--- config.mk ---
export PLATFORM = sky130hd
export DESIGN_NAME = uart_tx_arbiter
export DESIGN_NICKNAME = d
export VERILOG_FILES = /design/src/rtl/uart_tx_arbiter.sv
export SDC_FILE = /design/constraint.sdc
export NUM_CORES = 1
export LEC_CHECK = 0
export CORE_UTILIZATION = 42
export CTS_CLUSTER_DIAMETER = 200
export DETAILED_ROUTE_END_ITERATION = 10
export HOLD_SLACK_MARGIN = 0.03
export PLACE_DENSITY = 0.75
export SLEW_MARGIN = 40
export SYNTH_ARGS = -nofsm -noshare
export SYNTH_HDL_FRONTEND = slang
export SYNTH_SLANG_ARGS = --single-unit
--- constraint.sdc ---
create_clock -name clk -period 1.9 [get_ports clk]
set_input_delay 0.38 -clock clk [delete_from_list [all_inputs] [get_ports clk]]
set_output_delay 0.38 -clock clk [all_outputs]
set_load 0.03 [all_outputs]
--- src/rtl/uart_tx_arbiter.sv ---
// Round-robin arbiter that lends one uart_tx to N byte-stream clients, one message per grant,
// with a burst cap per grant and an idle gap between grants.
module uart_tx_arbiter #(
    parameter int unsigned channels   = 4,
    parameter int unsigned max_burst  = 16,
    parameter int unsigned gap_cycles = 16
) (
    input  logic                  clk,
    input  logic                  rst_n,
    input  logic [channels-1:0]   i_req,
    input  logic [8*channels-1:0] i_data,
    input  logic [channels-1:0]   i_last,
    output logic [channels-1:0]   o_ack,
    output logic [channels-1:0]   o_grant,
    output logic [7:0]            o_tx_data,
    output logic                  o_tx_req,
    input  logic                  i_tx_cts,
    output logic                  o_busy,
    output logic [31:0]           o_msg_count
);

    localparam int unsigned IDX_W   = (channels > 1) ? $clog2(channels) : 1;
    localparam int unsigned BURST_W = $clog2(max_burst + 1);
    localparam int unsigned GAP_W   = (gap_cycles > 1) ? $clog2(gap_cycles + 1) : 1;

    typedef enum logic [1:0] {
        ST_IDLE = 2'd0,
        ST_SEND = 2'd1,
        ST_GAP  = 2'd2
    } state_e;

    state_e               state_q, state_d;
    logic [IDX_W-1:0]     ptr_q, ptr_d;
    logic [IDX_W-1:0]     owner_q, owner_d;
    logic [BURST_W-1:0]   burst_q, burst_d;
    logic [GAP_W-1:0]     gap_q, gap_d;
    logic [31:0]          msg_count_q, msg_count_d;

    logic [IDX_W-1:0]     arb_cand;
    logic [IDX_W-1:0]     arb_idx;
    logic                 arb_found;
    logic [7:0]           own_data;
    logic                 accept;
    logic                 end_grant;

    // Rotating priority: first requester at or after ptr wins.
    always_comb begin
        arb_cand  = '0;
        arb_idx   = ptr_q;
        arb_found = 1'b0;
        for (int unsigned i = 0; i < channels; i++) begin
            arb_cand = IDX_W'((32'(ptr_q) + i) % channels);
            if (!arb_found && i_req[arb_cand]) begin
                arb_found = 1'b1;
                arb_idx   = arb_cand;
            end
        end
    end

    assign own_data = i_data[{owner_q, 3'b000} +: 8];

    always_comb begin
        state_d     = state_q;
        ptr_d       = ptr_q;
        owner_d     = owner_q;
        burst_d     = burst_q;
        gap_d       = gap_q;
        msg_count_d = msg_count_q;
        o_grant     = '0;
        o_ack       = '0;
        o_tx_req    = 1'b0;
        o_tx_data   = '0;
        accept      = 1'b0;
        end_grant   = 1'b0;

        case (state_q)
            ST_IDLE: begin
                if (|i_req) begin
                    owner_d = arb_idx;
                    burst_d = '0;
                    state_d = ST_SEND;
                end
            end
            ST_SEND: begin
                o_grant[owner_q] = 1'b1;
                o_tx_req         = i_req[owner_q];
                if (o_tx_req) begin
                    o_tx_data = own_data;
                end
                accept         = o_tx_req & i_tx_cts;
                o_ack[owner_q] = accept;

                // A dropped request abandons the message; a stalled cts just holds.
                if (!i_req[owner_q]) begin
                    end_grant = 1'b1;
                end else if (accept) begin
                    burst_d = burst_q + BURST_W'(1);
                    if (i_last[owner_q]) begin
                        msg_count_d = msg_count_q + 32'd1;
                    end
                    if (i_last[owner_q] || burst_q == BURST_W'(max_burst - 1)) begin
                        end_grant = 1'b1;
                    end
                end

                if (end_grant) begin
                    burst_d = '0;
                    ptr_d   = (owner_q == IDX_W'(channels - 1)) ? '0 : owner_q + IDX_W'(1);
                    if (gap_cycles == 0) begin
                        state_d = ST_IDLE;
                    end else begin
                        gap_d   = GAP_W'(gap_cycles - 1);
                        state_d = ST_GAP;
                    end
                end
            end
            ST_GAP: begin
                if (gap_q != '0) begin
                    gap_d = gap_q - GAP_W'(1);
                end else begin
                    state_d = ST_IDLE;
                end
            end
            default: begin
                state_d = ST_IDLE;
            end
        endcase

        // No byte may be handed over while reset is being applied.
        if (!rst_n) begin
            o_grant   = '0;
            o_ack     = '0;
            o_tx_req  = 1'b0;
            o_tx_data = '0;
        end
    end

    always_ff @(posedge clk) begin
        if (!rst_n) begin
            state_q     <= ST_IDLE;
            ptr_q       <= '0;
            owner_q     <= '0;
            burst_q     <= '0;
            gap_q       <= '0;
            msg_count_q <= '0;
        end else begin
            state_q     <= state_d;
            ptr_q       <= ptr_d;
            owner_q     <= owner_d;
            burst_q     <= burst_d;
            gap_q       <= gap_d;
            msg_count_q <= msg_count_d;
        end
    end

    assign o_busy      = (state_q != ST_IDLE);
    assign o_msg_count = msg_count_q;

endmodule

# [Word-level counts from Yosys, hierarchy flattened]
# Cells that the tools add are included.
[classes] addsub=7 order_cmp=6 eq_ne=10 shifts=1 n_mux=46 n_bitwise=2 n_reduce_logical=20
[ops] op="32-bit by 1-bit adder with 32-bit output (second input constant)" n=1
[ops] op="32-bit by 6-bit indexed part select with 8-bit output" n=1
[ops] op="5-bit 2-to-1 mux" n=6
[ops] op="8-bit 2-to-1 mux" n=3
[ops] op="5-bit case mux with 2 select lines" n=2
[ops] op="1-bit 2-to-1 mux" n=16
[ops] op="4-bit 2-to-1 mux" n=4
[ops] op="2-bit by 3-bit < comparator with 1-bit output (second input constant)" n=5
[ops] op="2-bit 2-to-1 mux" n=7
[ops] op="1-bit binary-select mux with 2-bit select" n=6
[ops] op="2-bit != test (second input constant)" n=4
[ops] op="4-bit AND reduction" n=2
[ops] op="3-bit != test (second input constant)" n=2
[ops] op="2-bit case mux with 3 select lines" n=1
[ops] op="3-bit AND reduction" n=2
[ops] op="2-bit nonzero test" n=3
[ops] op="5-bit by 1-bit adder with 5-bit output (second input constant)" n=1
[ops] op="5-bit by 4-bit == test with 1-bit output (second input constant)" n=1
[ops] op="5-bit nonzero test" n=1
[ops] op="5-bit by 1-bit subtractor with 5-bit output (second input constant)" n=1
[ops] op="2-bit by 1-bit adder with 2-bit output (second input constant)" n=2
[ops] op="2-bit adder (second input constant)" n=2
[ops] op="4-bit bitwise AND" n=1
[ops] op="2-bit == test (second input constant)" n=2
[ops] op="other kinds (10)" n=16
[totals] regBits=48 input_bits=43 output_inout_bits=50 elab_cells=98

# [Longest topological paths before layout]
# Gate-level depths: netlist (run 1).
[depth] ltp_word=12 depth_mapped=8 ltp_nobuf=8

# [Worst setup path after synthesis (run 1)]
# No wires, ideal clock.
[synth_timing] path_kind="register to output" start="register owner_q[0]" end="output port o_ack[2]" arrival_ps=1830 required_time_ps=1520 slack_ps=-310 path_stages_with_launch=7 n_path_buf=2 cell_sequence="dfxtp_1 -> buf_6 -> clkbuf_1 -> inv_1 -> ha_1 -> and3_1 -> nor2b_1"
[synth_between] elab_chain_len=7
[synth_rtl] item="start: declaration" line="34" rtl="logic [IDX_W-1:0] owner_q, owner_d;"
[synth_rtl] item="start signal: assignment" line="149" rtl="owner_q <= owner_d;"
[synth_rtl] item="2-bit by 3-bit < comparator with 1-bit output (implied by the code) or 2-bit by 1-bit >= comparator with 1-bit output (tied branches)" line="91" rtl="o_ack[owner_q] = accept;"
[synth_rtl] item="1-bit logical AND (implied by the code)" line="91"
[synth_rtl] item="1-bit 2-to-1 mux (implied by the code)" line="91"
[synth_rtl] item="1-bit demux with 2-bit select" line="91"
[synth_rtl] item="4-bit bitwise AND (no source line) *"
[synth_rtl] item="4-bit 2-to-1 mux *" line="76" rtl="case (state_q)"
[synth_rtl] item="4-bit 2-to-1 mux *" line="130" rtl="if (!rst_n) begin"
[synth_rtl] item="end: declaration" line="13" rtl="output logic [channels-1:0] o_ack,"
# Mark *: on every way between the ends. The rest lies on a longest branch, timed or not. The select of a mux whose other input is x is not followed.

# [Worst setup path in the final report (run 1)]
[layout_timing] start="register owner_q[0]" end="output port o_tx_data[6]"
[layout_between] elab_chain_len=5
[layout_rtl] item="branches (longest 2 deep; another with 32-bit by 6-bit indexed part select with 8-bit output)"
[layout_rtl] item="8-bit 2-to-1 mux *" line="87" rtl="if (o_tx_req) begin"
[layout_rtl] item="8-bit 2-to-1 mux *" line="76"
[layout_rtl] item="8-bit 2-to-1 mux *" line="130"
[layout_rtl] item="end: declaration" line="15" rtl="output logic [7:0] o_tx_data,"
# Every way passes the cells marked *. The select of a mux whose other input is x is not followed.

==> results of run 1 <==
## stage by stage
stage / power (mW) / utilization
2_1_floorplan: 1.43 / -
6_report: 2.47 / 0.782
3_5_place_dp: 1.69 / 0.650
5_1_grt: 2.56 / 0.782
3_3_place_gp: 1.68 / 0.650
4_1_cts: 2.40 / 0.742
## what timing repair did
action | CTS | global route
pin swaps | 33 | 31
buffers inserted | 12 | 1
cloned | 3 | 1
endpoints found under the setup margin | 52 | 60
resized for setup | 108 | 51
endpoints found under the hold margin | 0 | 0
## flip-flops by register name, summed over array words and instances, names as in the netlist
register     flops
o_msg_count     32
burst_q          5
gap_q            5
owner_q          2
ptr_q            2
state_q          2
## cells in the mapped netlist (6+ instances only)
| master | count |
|---|---|
| nor3_1 | 14 |
| nand4_1 | 6 |
| and3_1 | 14 |
| o31ai_1 | 7 |
| dfxtp_1 | 48 |
| ha_1 | 9 |
| nand2_1 | 28 |
| a21oi_1 | 16 |
| clkbuf_1 | 14 |
| xnor2_1 | 19 |
| or4_1 | 6 |
| mux4_2 | 10 |
| inv_1 | 21 |
| nor2_1 | 35 |
| o21ai_0 | 8 |
| nand3_1 | 16 |
| nor4_1 | 8 |
## worst max-delay path, stage by stage (launching register included)
cell and delay, ns:
dfxtp_2 0.36, buf_6 0.13, buf_6 0.12, mux4_2 0.52, and3_4 0.18, buf_6 0.13
## power breakdown
part / total (mW) / internal, mW / switching (mW)
logic: 0.776 / 0.405 / 0.371
registers: 1.07 / 1.04 / 0.0313
clock network: 0.621 / 0.257 / 0.363
total: 2.47 / 1.70 / 0.766
## layer usage
metal / vias up / share of wire / GRT usage
met1: 1579 / 0.39 / 0.315
met2: 151 / 0.52 / 0.487
li1: 1504 / - / -
met4: 0 / 0.032 / 0.0987
met3: 34 / 0.059 / 0.0455
met5: - / 0 / 0
## cells by family after synthesis
group | Yosys count | share of synthesized area
XOR/XNOR | 22 | 0.0681
AND/OR/NAND/NOR | 155 | 0.294
adder cells (fa/ha/maj) | 9 | 0.0398
flip-flops | 48 | 0.340
multiplexers | 13 | 0.0902
buffers and inverters | 40 | 0.0566
AO/OA/AOI/OAI | 49 | 0.111
## final timing paths
check | startpoint | to | slack [ns]
max | owner_q[0]$_SDFFE_PN0P_ | o_tx_data[6] | -0.22
min | burst_q[4]$_SDFFE_PN0P_ | burst_q[4]$_SDFFE_PN0P_ | 0.52
max reg2reg | owner_q[0]$_SDFFE_PN0P_ | o_msg_count[29]$_SDFFE_PN0P_ | -0.16
min reg2reg | burst_q[4]$_SDFFE_PN0P_ | burst_q[4]$_SDFFE_PN0P_ | 0.52
## cell type report
type / instances / area (sq um)
inverters: 22 / 82.6
flip-flops and latches: 48 / 975
clock inverters: 3 / 18.8
clock buffers: 5 / 68.8
fillers: 391 / 1400
repair buffers: 160 / 1590
multi-input cells: 248 / 2190
well taps: 77 / 96.3
==> results_dict.tcl, run 1 <==
set metrics [dict create \
    run_status "finished, violations left" \
    violations "DRC, setup timing" \
    grt_antenna_before_repair 0 \
    htree_levels 2 \
    clk_pin_slew_ns 0.09 \
    layout-drive-gt1-share 0.383 \
    fin_cells 563 \
    grt_setup_unrepaired "yes" \
    post_drt_wl_per_cell_um 18.7 \
    drv_cap 0 \
    grt_pass1_wl_mm 15.3 \
    synth_top_area_cell "dfxtp_1" \
    hold_violations 0 \
    grt_pass1_vias 3174 \
    cts_root_buf "clkbuf_8" \
    ys_ff_latch 48 \
    finalCritPeriodShare 1.12 \
    drtIter0Drc 188 \
    placed_cell_area_sq_um 4180 \
    start_util 0.441 \
    post_drt_via_cell_ratio 5.80 \
    area_delta_synth_final_pct 77.4 \
    syn_area_sq_um 2830 \
    synth_top_flop_cell "dfxtp_1" \
    fin_tns_setup_ns -3.74 \
    gp_congestion 0.751 \
    critPathRequiredTime_ns 1.52 \
    dp_slack_ns -0.662 \
    p_leak_nw 1.96 \
    hold_buffers 0 \
    synth_top_cell_area_share 0.340 \
    worstSetupEndpointType "output port" \
    antenna_cells 0 \
    dieArea_sq_um 7070 \
    fp.dieW_um 84.1 \
    slew_headroom 0.718 \
    irDropWorstVdd_mv 0.372 \
    tritoncts "done" \
    grt_max_degree 18 \
    final_antenna_net_count 0 \
    place_inst 538 \
    fin_crit_ns 2.12 \
    clock-sinks 48 \
    clockBufferDepth 2 \
    worst_slack_ns -0.220 \
    fmax_ghz 0.472 \
    syn_avg_cell_area_sq_um 8.42 \
    final_cell_mix "68 x clkdlybuf4s50_1, 52 x buf_4, 37 x dfxtp_1" \
    grtUsageTotal 0.269 \
    powerDensity_nw_per_um2 492 \
    slew_viol_final 0 \
    whs_ns 0.523 \
    grt-ovfl-total 0 \
    nets 537 \
    clk_latency_ns 0.31 \
    ys_top_cells_by_area "dfxtp_1 34%, mux4_2 8.0%, xnor2_1 5.9%, nor2_1 4.6%, ha_1 4.0%" \
    ys_seq_area_frac 0.340 \
    layout_commonest_cell "clkdlybuf4s50_1" \
    synthCells 336 \
    firstDrtPassIters 7 \
    ios 93 \
    finClkSkew_ns 0.0164 \
    hold_class "flip-flop to flip-flop" \
    vias 3268 \
    synth.distinct_cells 48 \
    tightest_slew_ns 0.422 \
    synth_warnings 0 \
    cp.arrival_ns 1.74 \
    hold_depth 2 \
    fp.coreArea_sq_um 6420 \
    r2r_cells 7 \
    die_h_um 84.1 \
    crit_path_max_fanout 5 \
    rows 29 \
    route.detailed.drc 20 \
    start_kind "flip-flop" \
    synth_edf_count 0 \
    syn_nets 388 \
    finalSetupViolCount 39 \
    async_flop_share 0 \
    wl_mm 10.5 \
    place_hpwl_mm 5.98 \
    worstSetupPathType "flip-flop to output port" \
    numPortBuffers 92 \
    fin_area_sq_um 5020 \
    numCtsBuffers 5 \
]
(Power assumes the default switching activity.)
==> run 2: changes to the inputs <==
--- a/config.mk
+++ b/config.mk
@@ -5,11 +5,11 @@
 export SDC_FILE = /design/constraint.sdc
 export NUM_CORES = 1
 export LEC_CHECK = 0
-export CORE_UTILIZATION = 42
+export CORE_UTILIZATION = 46
 export CTS_CLUSTER_DIAMETER = 200
 export DETAILED_ROUTE_END_ITERATION = 10
 export HOLD_SLACK_MARGIN = 0.03
-export PLACE_DENSITY = 0.75
+export PLACE_DENSITY = 0.78
 export SLEW_MARGIN = 40
 export SYNTH_ARGS = -nofsm -noshare
 export SYNTH_HDL_FRONTEND = slang
==> constraint.sdc (replaced) <==
create_clock -name clk -period 2.4 [get_ports clk]
set_input_delay 0.48 -clock clk [delete_from_list [all_inputs] [get_ports clk]]
set_output_delay 0.48 -clock clk [all_outputs]
set_load 0.03 [all_outputs]
==> results_dict.tcl, run 2 (same netlist as run 1, synthesis figures left out) <==
set metrics [dict create \
    finClkSkew_ns 0.00833 \
    nFillCells 482 \
    postCtsSetupRepairBufs 0 \
    numCtsBuffers 5 \
    r2r_cells 5 \
    path_common_cell "buf_6" \
    clk_pin_slew_ns 0.08 \
    drtIter0Drc 108 \
    layout-drive-gt1-share 0.160 \
    clockBufferDepth 2 \
    hold_violations 0 \
    cp_top_family "buffers and inverters" \
    clk_latency_ns 0.29 \
    critPathMaxStageDelay_ns 0.52 \
    crit_cells 5 \
    antenna_cells 0 \
    crit_path_max_fanout 14 \
    hold_depth 2 \
    irDropWorstVdd_mv 0.327 \
    cp_num_buf_inv 3 \
    dp_slack_ns -0.346 \
    grt.met1_usage 0.312 \
    rows 28 \
    cp.arrival_ns 1.90 \
    start_kind "primary input" \
    grt_antenna_before_repair 0 \
    grt_pass1_wl_mm 12.6 \
    tritoncts "done" \
    post-route-util 0.690 \
    worstSetupEndpointType "output port" \
    grtUsageMet2 0.431 \
    worst_slack_ns 0.0188 \
    grt-ovfl-total 0 \
    use_met3 0.0420 \
    post_drt_via_cell_ratio 5.59 \
    p_leak_nw 1.46 \
    run_status "finished clean" \
    layout_commonest_cell "clkdlybuf4s50_1" \
    fp.coreArea_sq_um 5920 \
    fp.dieW_um 80.4 \
    slew_viol_final 0 \
    grtUsageTotal 0.247 \
    finalSetupViolCount 0 \
    grt_setup_unrepaired "yes" \
    vias 2927 \
    worstPathCellList "clkdlybuf4s50_1 -> mux4_2 -> buf_6 -> and3_1 -> buf_6" \
    die_h_um 80.4 \
    worstSetupPathType "primary input to output port" \
    fin_crit_ns 2.38 \
    final_antenna_net_count 0 \
    slew_headroom 0.703 \
    finalCritPeriodShare 0.992 \
    gr-max-usage-layer "met2" \
    powerDensity_nw_per_um2 431 \
    post_drt_wl_per_cell_um 14.8 \
    cp_slowest_cell "mux4_2" \
    largest_register_ff_count 32 \
    area_delta_synth_final_pct 44.4 \
    nets 501 \
    hold_class "flip-flop to flip-flop" \
    dieArea_sq_um 6470 \
    wl_mm 7.76 \
    drv_cap 0 \
    fmax_ghz 0.420 \
    htree_levels 2 \
    gp_congestion 0.795 \
    firstDrtPassIters 4 \
    final_cell_mix "74 x clkdlybuf4s50_1, 48 x dfxtp_1, 37 x buf_4" \
    clock-sinks 48 \
    route.detailed.drc 0 \
    grt_max_degree 27 \
    critPathRequiredTime_ns 1.92 \
    start_util 0.478 \
    ios 93 \
    cts_root_buf "clkbuf_8" \
    grt_pass1_vias 2717 \
    tightest_slew_ns 0.442 \
    numPortBuffers 92 \
    place_hpwl_mm 6.03 \
]
run 2: layer usage:
metal / wire length, um / share of wire / vias to the layer above
met1: 3470 / 0.45 / 1385
met3: 448 / 0.058 / 14
met2: 3720 / 0.48 / 95
met4: 121 / 0.016 / 0
li1: - / - / 1433
met5: 0 / 0 / -
run 2: power by group:
group	internal (mW)	switching (mW)	total, mW	leakage (nW)
Combinational	0.241	0.220	0.461	1.03
Clock	0.199	0.252	0.450	0.0410
Sequential	0.824	0.0279	0.852	0.388
Total	1.26	0.500	1.76	1.46
run 2: metrics by stage:
| step | std cells | instance area, sq um | power, mW | setup TNS (ns) | hold slack, ns |
|---|---|---|---|---|---|
| after global routing | 524 | 4090 | 1.85 | -0.0641 | 0.514 |
| after CTS | 524 | 4100 | 1.78 | 0 | 0.480 |
| after detailed placement | 518 | 3990 | 1.33 | -3.42 | 0.469 |
| final | 524 | 4090 | 1.76 | 0 | 0.477 |
| after global placement | 518 | 3990 | 1.31 | -2.54 | 0.460 |
| after floorplan | 336 | 2830 | 1.12 | 0 | 0.451 |
run 2: final cells by class:
cell class / instances / area, sq um / area share
clock buffer: 6 / 72.6 / 0.0178
clock inverter: 1 / 5.00 / 0.00122
inverter: 22 / 82.6 / 0.0202
multi-input combinational: 248 / 1720 / 0.421
sequential: 48 / 961 / 0.235
tap: 75 / 93.8 / 0.0230
timing repair buffer: 124 / 1150 / 0.282
run 2: final timing paths:
check,slack (ns),start,end
max,0.02,i_req[2],o_tx_data[5]
min,0.48,burst_q[4]$_SDFFE_PN0P_,burst_q[4]$_SDFFE_PN0P_
max reg2reg,0.24,o_msg_count[4]$_SDFFE_PN0P_,o_msg_count[31]$_SDFFE_PN0P_
min reg2reg,0.48,burst_q[4]$_SDFFE_PN0P_,burst_q[4]$_SDFFE_PN0P_
run 2: timing repair:
action	4_1_cts	5_1_grt
gates resized for setup	20	8
hold buffers	0	0
hold endpoints to repair	0	0
endpoints found under the setup margin	12	14
run 2: worst min-delay path: stages, from the launching register on:
cell and delay, ns:
dfxtp_1 0.32, nand2_1 0.05, o32ai_1 0.06
